## src/rtl/pe_chain_ctrl.sv

```systemverilog
// Sequencer for a 1-D chain of multiply-accumulate PEs: issues operand reads,
// inserts bubbles, and tags results at the chain tail with their index.
module pe_chain_ctrl #(
  parameter int NUM_PE    = 4,
  parameter int CHAIN_LAT = 4,
  parameter int LEN_W     = 8
) (
  input  logic             clk,
  input  logic             rst,
  input  logic             start,
  input  logic [LEN_W-1:0] len,
  input  logic             op_avail,
  output logic             op_rd_en,
  output logic [LEN_W-1:0] op_addr,
  output logic             op_zero,
  output logic             psum_zero,
  output logic             res_valid,
  output logic [LEN_W-1:0] res_idx,
  output logic             busy,
  output logic             done,
  output logic [1:0]       state_o
);

  // Handshake: start/len are taken only in IDLE; busy covers ISSUE, DRAIN and
  // DONE; done pulses for exactly one cycle; res_valid cannot be backpressured.
  typedef enum logic [1:0] {
    S_IDLE  = 2'd0,
    S_ISSUE = 2'd1,
    S_DRAIN = 2'd2,
    S_DONE  = 2'd3
  } state_t;

  if (NUM_PE < 1 || CHAIN_LAT < 1) begin : g_param_check
    $error("pe_chain_ctrl: NUM_PE and CHAIN_LAT must both be at least 1");
  end

  localparam logic [CHAIN_LAT-1:0] TAIL_MASK = CHAIN_LAT'(1) << (CHAIN_LAT - 1);

  state_t               state_q, state_d;
  logic [LEN_W-1:0]     len_q, len_d;
  logic [LEN_W-1:0]     addr_q, addr_d;
  logic [LEN_W-1:0]     idx_q, idx_d;
  logic [LEN_W-1:0]     cnt_q, cnt_d;
  logic [CHAIN_LAT-1:0] vpipe_q, vpipe_d;
  logic [CHAIN_LAT-1:0] vpipe_lsb;
  logic                 last_issue;
  logic                 head_in_flight;

  always_ff @(posedge clk) begin
    if (rst) begin
      state_q <= S_IDLE;
      len_q   <= '0;
      addr_q  <= '0;
      idx_q   <= '0;
      cnt_q   <= '0;
      vpipe_q <= '0;
    end else begin
      state_q <= state_d;
      len_q   <= len_d;
      addr_q  <= addr_d;
      idx_q   <= idx_d;
      cnt_q   <= cnt_d;
      vpipe_q <= vpipe_d;
    end
  end

  assign last_issue     = op_rd_en && (({1'b0, cnt_q} + 1'b1) == {1'b0, len_q});
  // Any valid bit short of the tail means a result is still travelling.
  assign head_in_flight = |(vpipe_q & ~TAIL_MASK);

  always_comb begin
    state_d = state_q;
    unique case (state_q)
      S_IDLE: begin
        if (start) state_d = (len != '0) ? S_ISSUE : S_DONE;
      end
      S_ISSUE: begin
        if (last_issue) state_d = S_DRAIN;
      end
      S_DRAIN: begin
        if (!head_in_flight) state_d = S_DONE;
      end
      S_DONE: begin
        state_d = S_IDLE;
      end
      default: state_d = S_IDLE;
    endcase
  end

  always_comb begin
    op_rd_en  = (state_q == S_ISSUE) && op_avail && !rst;
    op_zero   = !op_rd_en;
    psum_zero = 1'b1;
    res_valid = vpipe_q[CHAIN_LAT-1] && !rst;
    busy      = (state_q != S_IDLE) && !rst;
    done      = (state_q == S_DONE) && !rst;
    op_addr   = addr_q;
    res_idx   = idx_q;
    state_o   = state_q;
  end

  always_comb begin
    len_d     = len_q;
    addr_d    = addr_q;
    idx_d     = idx_q;
    cnt_d     = cnt_q;
    vpipe_lsb = '0;
    vpipe_lsb[0] = op_rd_en;
    vpipe_d   = (vpipe_q << 1) | vpipe_lsb;
    if (state_q == S_IDLE && start && len != '0) begin
      len_d  = len;
      addr_d = '0;
      idx_d  = '0;
      cnt_d  = '0;
    end
    if (op_rd_en) begin
      addr_d = addr_q + 1'b1;
      cnt_d  = cnt_q + 1'b1;
    end
    if (res_valid) idx_d = idx_q + 1'b1;
  end

endmodule

```

## config.mk

```make
export PLATFORM = sky130hd
export DESIGN_NAME = pe_chain_ctrl
export DESIGN_NICKNAME = d
export VERILOG_FILES = /design/src/rtl/pe_chain_ctrl.sv
export SDC_FILE = /design/constraint.sdc
export NUM_CORES = 1
export LEC_CHECK = 0
export ABC_AREA = 1
export BUFFER_PORTS_ARGS = -buffer_cell sky130_fd_sc_hd__buf_4
export CORE_ASPECT_RATIO = 1.75
export CORE_MARGIN = 2
export CORE_UTILIZATION = 49
export DETAILED_ROUTE_END_ITERATION = 6
export PLACE_DENSITY = 0.8
export SLEW_MARGIN = 20
export SYNTH_ARGS = -nofsm -noshare
export SYNTH_HDL_FRONTEND = slang
export SYNTH_SLANG_ARGS = --single-unit
```

## constraint.sdc

```tcl
create_clock -name clk -period 1.8 [get_ports clk]
set_clock_uncertainty 0.15 [all_clocks]
set_input_delay 0.36 -clock clk [delete_from_list [all_inputs] [get_ports clk]]
set_output_delay 0.36 -clock clk [all_outputs]
set_load 0.01 [all_outputs]
```

* Word level (Yosys, flattened, before mapping) *
Index checks and enable logic that the tools add are counted.

word-level totals
  output and inout port bits = 24
  input port bits = 12
  word-level logic and storage cells = 44
  register bits after elaboration = 38

operators by class
  eq/ne operators = 7
  reductions and logical operators = 17
  mux-type cells = 9
  add/subtract/negate cells = 4
  bitwise logic cells = 1

operators by type and width
  cell                                                             count
  8-bit 2-to-1 mux                                                 4
  8-bit by 1-bit adder with 8-bit output, second input constant    3
  8-bit by 1-bit adder with 9-bit output, second input constant    1
  9-bit by 8-bit == test with 1-bit output                         1
  1-bit logical AND                                                8
  2-bit 2-to-1 mux                                                 4
  2-bit case mux with 4 select lines                               1
  8-bit nonzero test                                               1
  2-bit != test, second input constant                             3
  2-bit nonzero test                                               3
  2-bit == test, second input constant                             2
  4-bit by 1-bit bitwise OR with 4-bit output                      1
  3-bit AND reduction                                              1
  3-bit OR reduction                                               1
  2-bit by 1-bit == test with 1-bit output, second input constant  1
  1-bit zero test                                                  2
  2-bit zero test                                                  1

* Logic depth before layout (Yosys ltp) *
Gate-level depths: netlist of the first run.

  word-level depth = 6
  gate-level depth with buffers = 14
  mapped depth without buffers = 14

* Worst setup path after synthesis of the first run *
No wires, ideal clock.

  path type = register -> register
  start point = register state_q[1] (netlist: state_o[1])
  end point = register addr_q[5] (netlist: op_addr[5])
  stages on the path, launching flop included = 10
  buffers on the path = 2
  slack = 0.061 ns
  period minus slack after synthesis = 1.739 ns
  data required time = 1.558 ns
  setup time = 0.092 ns
  arrival = 1.497 ns
  cell sequence = dfxtp_1 -> inv_1 -> ha_1 -> nand2_1 -> nor2_1 -> buf_2 -> nor2_2 -> nand2_1 -> buf_2 -> o32ai_1

on the way
  longest elaborated chain between the ends = 4
  elaborated cells between the ends (all ways) = 8
  classes of those cells = 1 x eq/ne; 1 x mux; 6 x reduce/logical

ends and longest elaborated chain
  what                                                           RTL line  RTL
  start: declaration                                             39        state_t state_q, state_d;
  start signal: assignment                                       58        state_q <= state_d;
  2-bit by 1-bit == test with 1-bit output *                     91        op_rd_en = (state_q == S_ISSUE) && op_avail && !rst;
  1-bit logical AND * (2 in a row)                               91
  named net op_rd_en                                             13        output logic op_rd_en,
  8-bit 2-to-1 mux / 2-bit nonzero test (equally long branches)  --
  end signal: assignment                                         60        addr_q <= addr_d;
  end: declaration                                               41        logic [LEN_W-1:0] addr_q, addr_d;

Mark *: on every way through the listed nets, which the timed path passes. The rest lies on a longest branch.
A chain may end at the register's enable or synchronous reset.

* Worst setup path in the final report of the first run *
  start point = register state_q[1] (netlist: state_o[1])
  end point = output op_rd_en

on the way
  longest elaborated chain between the ends = 3

ends and longest elaborated chain
  what                                      RTL line
  2-bit by 1-bit == test with 1-bit output  91
  1-bit logical AND (2 in a row)            91
  end: declaration                          13

No other way between the ends.

==> results of run 1 <==
## what timing repair did
item                                    in CTS  in global routing
pin swaps                                    3                 14
hold endpoints to repair                     0                  0
setup buffers                                6                  3
endpoints found under the setup margin      11                 26
resized for setup                           19                 33
cloned                                       0                  1
## flip-flops by register name (all words and copies together), names as in the netlist
register,count
state_o,2
len_q,8
cnt_q,8
op_addr,8
vpipe_q,4
res_idx,8
## worst max path at each step
| stage | from | to | slack, ns |
|---|---|---|---|
| 4_1_cts | state_o[1] | state_o[1] | -0.02 |
| 3_5_place_dp | state_o[1] | state_o[1] | -0.07 |
| 2_1_floorplan | state_o[1] | op_addr[5] | 0.06 |
| 5_1_grt | cnt_q[1] | state_o[1] | -0.19 |
| 3_3_place_gp | state_o[1] | state_o[1] | -0.01 |
| 6_report | state_o[1] | op_rd_en | -0.03 |
## cell type report
cell class | instances | area, sq um | area share [%]
well taps | 48 | 60.1 | 2.28
clock buffers | 6 | 82.6 | 3.14
repair buffers | 56 | 450 | 17.1
multi-input cells | 196 | 1130 | 42.9
inverters | 36 | 138 | 5.23
flip-flops and latches | 38 | 772 | 29.3
## where the power goes
group	internal, mW	switching, mW	total [mW]	leakage [nW]
clock network	0.295	0.283	0.579	0.0431
logic	0.428	0.492	0.920	0.792
registers	0.937	0.0670	1.00	0.311
total	1.66	0.842	2.50	1.15
## Yosys cell counts
cell type and n:
clkbuf_1 3, dfxtp_1 38, o21ai_0 15, xnor2_1 2
inv_1 33, nand3b_1 4, a22oi_1 1, buf_2 3
ha_1 7, buf_4 1, nor3_1 2, o32ai_1 2
nand2_1 58, nor2_1 28, nand3_1 28, xor2_1 2
nor2_4 2, nand2_2 3, o21ai_1 8, and2_1 1
nor4_1 2, a21oi_1 19, conb_1 1, nand4_1 4
o22ai_1 3, or2_2 1, inv_2 3, nor2_2 3
## routing by layer
metal	up-vias	wire (um)	track usage, %	part of all wire, %
li1	1011	-	-	-
met1	912	1850	21.6	38
met2	60	2670	41.8	54
met3	17	192	3.78	3.9
met4	0	226	13.6	4.6
met5	-	0	0	0
## cells by family after synthesis
| family | after synthesis |
|---|---|
| AO/OA/AOI/OAI | 48 |
| buffers and inverters | 43 |
| XOR/XNOR | 4 |
| adder cells (fa/ha/maj) | 7 |
| flip-flops | 38 |
| AND/OR/NAND/NOR | 136 |
| other | 1 |
## stage by stage
stage / hold WS (ns) / TNS [ns] / power (mW)
global placement: 0.268 / -0.0192 / 1.67
floorplan: 0.259 / 0 / 1.42
CTS: 0.146 / -0.0465 / 2.36
global route: 0.139 / -0.460 / 2.64
finish: 0.150 / -0.0798 / 2.50
detailed placement: 0.271 / -0.160 / 1.68
## worst register-to-register path: stages, from the launching register on
cell and delay [ns]:
dfxtp_2 0.36, buf_4 0.15, nand2_4 0.05, nor2_4 0.17, buf_4 0.14, nand3_1 0.09
nand3_1 0.10, nand2_1 0.06, nand2_1 0.06, nor2_1 0.04, nand2_1 0.08, nand2_2 0.09
a21oi_1 0.13, nor2_1 0.06
==> qor.yml, run 1 <==
status: "finished with violations"
failed_checks: "negative setup slack"
start_util_pct: 50.2
yosys.area_share.xor_xnor_pct: 1.82
cts.sink_count: 38
vias: 2000
dp_cells: 366
antenna_found_initial: 0
ir_drop_mv: 0.658
synth_compound_area_share_pct: 13.2
gp_congestion: 0.875
r2r-end: "state_o[1]"
rows: 30
overflow: 0
synth_warnings: 0
drv_slew: 0
clk_path_buf_depth: 2
p_leak_nw: 1.15
cp_max_fo: 2
cts_buffers: 5
clk-insertion-delay-late_ns: 0.29
hold_path.class: "in -> reg"
worst-r2r-setup-slack_ns: -0.03
crit_family: "buffers and inverters"
clk_pin_slew_ns: 0.07
worst_ep_arrival_time_ns: 1.32
synth_fa_ha_area_share_pct: 4.55
slowest_stage: "dfxtp_2"
design_area_sq_mm: 0.00263
cts-root-buf: "clkbuf_8"
mappedNetlistNets: 296
antenna_left: 0
layout_commonest_cell: "nand2_1"
io_pins: 36
fin_crit_sh_pct: 102
fin_ws_ns: -0.0283
synth_largest_area_cell: "dfxtp_1"
fmax_ghz: 0.547
start_kind: "flip-flop"
synth_top_family_by_area: "simple AND/OR/NAND/NOR gates"
numPortBuffers: 34
final_cell_mix: "50 x nand2_1, 49 x buf_4, 33 x dfxtp_1, 30 x inv_1"
cp_num_buf_inv: 4
cts_hold_buf: 0
synthToLayoutAreaGrowth_pct: 37.0
grt_pass1_vias: 1831
fin_util_pct: 68.8
hold_viol_final: 0
whs_endpoint: "res_idx[4]"
worst_ep_required_time_ns: 1.29
htreeDepth: 2
hpwl_um: 3370
synth_top_area_share_pct: 39.6
dieArea_sq_mm: 0.00446
synth_cells: 277
grt_pass1_wl_um: 7510
crit_path_end_kind: "output port"
grt_max_degree: 20
totalWireLength_um: 4940
min_from: "rst"
die_x_um: 51.4
p_per_area_mw_per_mm2: 950
cts_tree: "done"
die_y_um: 86.9
whs_path_depth: 2
reg2reg_depth: 13
synth_area_sq_mm: 0.00192
final_layout_size_suffix_gt1_share_pct: 31.0
synthMuxAreaShare_pct: 0
finalNonFillerCells: 380
crit_chain: "inv_2 > ha_4 > nand2_4 > nor2_4 > buf_4 > buf_8 > buf_6"
synth_seq_cells: 38
post-route-drc-count: 0
nets: 352
finalSetupViolations: 3
r2r-start: "cnt_q[1]"
fill_cells: 327
finalCriticalPeriod_ns: 1.83
critPathKind: "reg -> out"
synth-simple-area-share_pct: 31.9
cp_slowest_stage_delay_ns: 0.34
drtIter0Drc: 82
place_ws_ns: -0.0699
dr.pass1.iters: 4
grt.total_usage_pct: 22.2
maxCapViolations: 0
vias_per_cell: 5.26
placed_cell_area_sq_mm: 0.00231
antenna_cells: 0
synth_area_per_cell_sq_um: 6.94
synthTopCellsByArea: "dfxtp_1 40%, nand2_1 11%, nand3_1 7.3%"
synth.distinct_cells: 28
wl_per_cell_um: 13.0
rsz0062_at_grt: "true"
cp.depth: 7
core_sq_mm: 0.00383
ys_seq_area_share_pct: 39.6
No activity file was read; power rests on OpenSTA's default activity.
==> run 2: changes to the inputs <==
BUFFER_PORTS_ARGS = unset   (was -buffer_cell sky130_fd_sc_hd__buf_4)
CORE_UTILIZATION = 56   (was 49)
DONT_BUFFER_PORTS = 1   (was unset)
PLACE_DENSITY = 0.79   (was 0.8)
==> run 2 against run 1 <==
Via count decreased by 7.4%. The run still ends with negative setup slack left. Combinational power decreased by 16%. Power decreased by 0.88%. Worst hold slack got worse by 0.094 ns.
==> qor.yml, run 2 (same netlist as run 1, synthesis figures left out) <==
vias: 1851  # was 2000
cp_max_fo: 7  # was 2
final_cell_mix: "53 x nand2_1, 32 x dfxtp_1, 31 x inv_1, 25 x nor2_1, 25 x nand3_1"  # was 50 x nand2_1, 49 x buf_4, 33 x dfxtp_1, 30 x inv_1
antenna_left: 0  # unchanged
slowest_stage: "dfxtp_2"  # unchanged
cp_slowest_stage_delay_ns: 0.33  # was 0.34 ns
nets: 320  # was 352
final_layout_size_suffix_gt1_share_pct: 21.9  # was 31.0%
totalWireLength_um: 4470  # was 4940 um
rsz0062_at_grt: "true"  # unchanged
p_per_area_mw_per_mm2: 1050  # was 950 mW/mm^2
maxCapViolations: 0  # unchanged
vias_per_cell: 5.33  # was 5.26
wl_per_cell_um: 12.9  # was 13.0 um
finalCriticalPeriod_ns: 1.85  # was 1.83 ns
dp_cells: 329  # was 366
dr.pass1.iters: 4  # unchanged
antenna_cells: 0  # unchanged
numPortBuffers: 0  # was 34
timing.hold.ws_ns: 0.0554  # was 0.150 ns
htreeDepth: 2  # unchanged
cts-root-buf: "clkbuf_8"  # unchanged
clk_pin_slew_ns: 0.08  # was 0.07 ns
antenna_found_initial: 0  # unchanged
overflow: 0  # unchanged
core_sq_mm: 0.00333  # was 0.00383 sq mm
hold_path.class: "in -> reg"  # unchanged
fmax_ghz: 0.542  # was 0.547 GHz
drtIter0Drc: 44  # was 82
fin_crit_sh_pct: 103  # was 102%
cts_tree: "done"  # unchanged
worst_ep_arrival_time_ns: 1.34  # was 1.32 ns
cp_num_buf_inv: 3  # was 4
grt_pass1_wl_um: 7510  # unchanged
die_y_um: 81.5  # was 86.9 um
finalSetupViolations: 1  # was 3
io_pins: 36  # unchanged
post-route-drc-count: 0  # unchanged
synthToLayoutAreaGrowth_pct: 22.8  # was 37.0%
finalNonFillerCells: 347  # was 380
p_leak_nw: 0.975  # was 1.15 nW
clk_path_buf_depth: 2  # unchanged
clk-insertion-delay-late_ns: 0.29  # about the same
gp_congestion: 0.896  # was 0.875
crit_chain: "inv_2 > ha_4 > nand2_4 > nor2_4 > buf_6 > clkinvlp_4"  # was inv_2 > ha_4 > nand2_4 > nor2_4 > buf_4 > buf_8 > buf_6
dieArea_sq_mm: 0.00394  # was 0.00446 sq mm
grt_pass1_vias: 1781  # was 1831
drv_slew: 0  # unchanged
die_x_um: 48.3  # was 51.4 um
grt.total_usage_pct: 24.2  # was 22.2%
failed_checks: "negative setup slack"  # unchanged
start_util_pct: 57.8  # was 50.2%
critPathKind: "reg -> out"  # unchanged
hold_viol_final: 0  # unchanged
start_kind: "flip-flop"  # unchanged
hpwl_um: 3120  # was 3370 um
crit_family: "buffers and inverters"  # unchanged
rows: 28  # was 30
crit_path_end_kind: "output port"  # unchanged
ir_drop_mv: 1.13  # was 0.658 mV
status: "finished with violations"  # unchanged
cts.sink_count: 38  # unchanged
fill_cells: 276  # was 327
cts_buffers: 5  # unchanged
layout_commonest_cell: "nand2_1"  # unchanged
fin_ws_ns: -0.0467  # was -0.0283 ns
grt_max_degree: 20  # unchanged
worst_ep_required_time_ns: 1.29  # about the same
==> run 2: path summary, 6_finish.rpt <==
path / start / end / slack [ns] / cells after the start
max: state_o[1] / op_zero / -0.05 / 6
min: len[0] / len_q[0] / 0.06 / 2
max reg2reg: state_o[1] / state_o[0] / 0.01 / 14
min reg2reg: vpipe_q[0] / vpipe_q[1] / 0.29 / 2
==> run 2: what timing repair did <==
action / 4_1_cts / 5_1_grt
setup endpoints to repair: 6 / 5
hold endpoints to repair: 9 / 0
cloned: 1 / 0
gates resized for setup: 12 / 22
buffers inserted: 3 / 5
pin swaps: 1 / 15
hold buffers: 1 / 0
==> run 2: per-stage QoR <==
| stage | power [mW] | TNS, ns | worst slack [ns] | area, sq um | utilization [%] |
|---|---|---|---|---|---|
| after floorplan | 1.42 | 0 | 0.0607 | 1920 | - |
| after global placement | 1.62 | -0.0668 | -0.0170 | 2060 | 62.0 |
| after detailed placement | 1.62 | -0.0151 | -0.0105 | 2060 | 62.0 |
| after CTS | 2.41 | -0.0204 | -0.0204 | 2250 | 67.6 |
| after global routing | 2.62 | -0.422 | -0.159 | 2360 | 71.0 |
| final | 2.48 | -0.0467 | -0.0467 | 2360 | 71.0 |
==> run 2: per-layer routing <==
metal / GRT usage (%) / up-vias / part of all wire [%]
li1: - / 951 / -
met1: 24.4 / 839 / 37
met2: 46.3 / 50 / 55
met3: 6.00 / 11 / 5.0
met4: 11.7 / 0 / 2.4
met5: 0 / - / 0
==> run 2: final cells by class <==
cell class	instances	area (sq um)	share of cell area (%)
multi-input cells	196	1080	45.6
repair buffers	24	208	8.79
clock buffers	5	68.8	2.91
well taps	45	56.3	2.38
inverters	36	139	5.88
flip-flops and latches	38	773	32.7
clock inverters	3	40.0	1.69
==> run 2: where the power goes <==
group / switching, mW / leakage (nW) / internal, mW
Combinational: 0.424 / 0.606 / 0.352
Sequential: 0.0609 / 0.312 / 0.934
Clock: 0.302 / 0.0579 / 0.408
Total: 0.787 / 0.975 / 1.69
==> run 3: changes to the inputs <==
PLACE_DENSITY = 0.74   (was 0.79)
==> run 3 against run 2 <==
The flow still finishes with violations (negative setup slack). Routed wire length rose by 3.4%. Largest power group unchanged. Die area unchanged. Sequential cell count did not move. Critical path depth rose by 8. Combinational power is 0.9% higher. Final area decreased by 2.3%. Sequential power rose by 0.4%. Highest routed layer unchanged. Power decreased by 4.1%. Cell count shrank 0.58%.
==> qor.yml, run 3 (same netlist as run 1, synthesis figures left out) <==
crit_path_end_kind: "flip-flop"  # was output port
rsz0062_at_grt: "true"  # unchanged
crit_family: "simple AND/OR/NAND/NOR gates"  # was buffers and inverters
slowest_stage: "dfxtp_2"  # unchanged
antenna_found_initial: 0  # unchanged
start_kind: "flip-flop"  # unchanged
fin_crit_sh_pct: 104  # was 103%
clockPowerShare_pct: 25.1  # was 28.6%
r2r-start: "state_o[1]"  # unchanged
clk_path_buf_depth: 2  # unchanged
drtIter0Drc: 50  # was 44
layout_commonest_cell: "nand2_1"  # unchanged
grt.total_usage_pct: 24.7  # was 24.2%
crit_chain: "inv_2 > ha_4 > nand2_4 > nor2_4 > buf_6 > nand3_2 > nor2_1 > nand3_1 > nor2_1 > nand2_1 > nand2_2 > nand3_2 > nand2_1 > nor2_1"  # was inv_2 > ha_4 > nand2_4 > nor2_4 > buf_6 > clkinvlp_4
antenna_left: 0  # unchanged
final_layout_size_suffix_gt1_share_pct: 20.0  # was 21.9%
vias: 1830  # was 1851
reg2reg_depth: 14  # unchanged
dieArea_sq_mm: 0.00394  # unchanged
r2r-end: "state_o[0]"  # unchanged
combPwrFrac_pct: 32.9  # was 31.3%
clk-insertion-delay-late_ns: 0.29  # about the same
fin_ws_ns: -0.0685  # was -0.0467 ns
finalSetupViolations: 3  # was 1
die_y_um: 81.5  # unchanged
p_leak_nw: 0.954  # was 0.975 nW
failed_checks: "negative setup slack"  # unchanged
fmax_ghz: 0.535  # was 0.542 GHz
cts_tree: "done"  # unchanged
p_seq_share_pct: 42.0  # was 40.1%
htreeDepth: 2  # unchanged
cts.sink_count: 38  # unchanged
maxCapViolations: 0  # unchanged
synthToLayoutAreaGrowth_pct: 20.0  # was 22.8%
nets: 318  # was 320
ir_drop_mv: 0.778  # was 1.13 mV
whs_path_depth: 2  # unchanged
fin_util_pct: 69.3  # was 71.0%
switching_power_mw: 0.803  # was 0.787 mW
status: "finished with violations"  # unchanged
finalNonFillerCells: 345  # was 347
wl_per_cell_um: 13.4  # was 12.9 um
worst_ep_required_time_ns: 1.83  # was 1.29 ns
cp_max_fo: 4  # was 7
clk_pin_slew_ns: 0.07  # was 0.08 ns
worst_ep_arrival_time_ns: 1.90  # was 1.34 ns
cts_buffers: 5  # unchanged
cp_slowest_stage_delay_ns: 0.33  # about the same
timing.hold.ws_ns: 0.0575  # was 0.0554 ns
numPortBuffers: 0  # unchanged
grt_pass1_wl_um: 7540  # was 7510 um
p_int_mw: 1.58  # was 1.69 mW
cp_common_cell: "nor2_1"
dp_cells: 328  # was 329
hold_path.class: "in -> reg"  # unchanged
core_sq_mm: 0.00333  # unchanged
grt_pass1_vias: 1755  # was 1781
switching_share_pct: 33.8  # was 31.7%
io_pins: 36  # unchanged
gp_congestion: 0.857  # was 0.896
cts-root-buf: "clkbuf_8"  # unchanged
p_per_area_mw_per_mm2: 1030  # was 1050 mW/mm^2
overflow: 0  # unchanged
worst-r2r-setup-slack_ns: -0.07  # was 0.01 ns
dr.pass1.iters: 4  # unchanged
final_cell_mix: "56 x nand2_1, 32 x dfxtp_1, 31 x inv_1, 26 x nor2_1, 25 x nand3_1"  # was 53 x nand2_1, 32 x dfxtp_1, 31 x inv_1, 25 x nor2_1, 25 x nand3_1
grt_max_degree: 20  # unchanged
hpwl_um: 3270  # was 3120 um
whs_endpoint: "len_q[0]"  # unchanged
totalWireLength_um: 4620  # was 4470 um
min_from: "len[0]"  # unchanged
cp_num_buf_inv: 2  # was 3
die_x_um: 48.3  # unchanged
hold_viol_final: 0  # unchanged
post-route-drc-count: 0  # unchanged
start_util_pct: 57.8  # unchanged
antenna_cells: 0  # unchanged
finalCriticalPeriod_ns: 1.87  # was 1.85 ns
rows: 28  # unchanged
vias_per_cell: 5.30  # was 5.33
drv_slew: 0  # unchanged
critPathKind: "reg -> reg"  # was reg -> out
run 3: cell count changes in the layout (fill, tap and decap cells not counted), moves of 2 or more:
cell     before  now
nand2_1      53   56
dfxtp_4       2    0
nand2_2       7    4
dfxtp_2       4    6
run 3: metrics by stage:
| stage | setup slack, ns | total power, mW | TNS, ns | area [sq um] |
|---|---|---|---|---|
| floorplan | 0.0607 | 1.42 | 0 | 1920 |
| global placement | 0.0132 | 1.59 | 0 | 2040 |
| detailed placement | -0.00139 | 1.60 | -0.00139 | 2040 |
| CTS | -0.0338 | 2.28 | -0.0338 | 2210 |
| global route | -0.165 | 2.52 | -0.638 | 2310 |
| finish | -0.0685 | 2.38 | -0.174 | 2310 |
run 3: final cells by class:
| cell class | instances | area [sq um] |
|---|---|---|
| multi-input cells | 196 | 1070 |
| clock inverters | 1 | 5.00 |
| repair buffers | 22 | 180 |
| clock buffers | 7 | 86.3 |
| flip-flops and latches | 38 | 768 |
| well taps | 45 | 56.3 |
| fillers | 276 | 1020 |
| inverters | 36 | 139 |
run 3: what timing repair did:
| action | CTS | global route |
|---|---|---|
| gates cloned | 1 | 0 |
| hold buffers | 1 | 0 |
| setup endpoints to repair | 8 | 15 |
| endpoints found under the hold margin | 9 | 0 |
| gates resized for setup | 13 | 16 |
| setup buffers | 3 | 4 |
| pin swaps | 1 | 11 |
run 3: power by group through the flow:
stage / clock network (mW) / logic (mW) / registers (mW)
CTS: 0.612 / 0.679 / 0.991
global route: 0.646 / 0.860 / 1.01
global placement: 0 / 0.591 / 0.998
floorplan: 0 / 0.403 / 1.01
detailed placement: 0 / 0.595 / 1.00
finish: 0.596 / 0.783 / 0.999
run 3: metal layers:
layer | track usage, % | part of all wire (%) | vias to the layer above
met3 | 6.55 | 4.1 | 16
li1 | - | - | 943
met2 | 47.8 | 56 | 44
met4 | 15.1 | 3.5 | 0
met5 | 0 | 0 | -
met1 | 23.0 | 37 | 827
run 3: how the worst max path moves through the flow:
stage	start	end	slack, ns	depth (start not counted)
after floorplan	state_o[1]	op_addr[5]	0.06	9
after global placement	cnt_q[0]	state_o[1]	0.01	11
after detailed placement	state_o[0]	op_addr[7]	-0.001	7
after CTS	state_o[1]	op_zero	-0.03	6
after global routing	state_o[1]	state_o[0]	-0.16	14
final	state_o[1]	state_o[0]	-0.07	14
run 3: worst register-to-register path, delay by kind of cell, from the launching register on:
kind                       cells  cell delay [ns]
and+or+nand+nor               11             0.94
DFF                            1             0.33
buffers and inverters          2             0.19
adders and majority gates      1             0.15
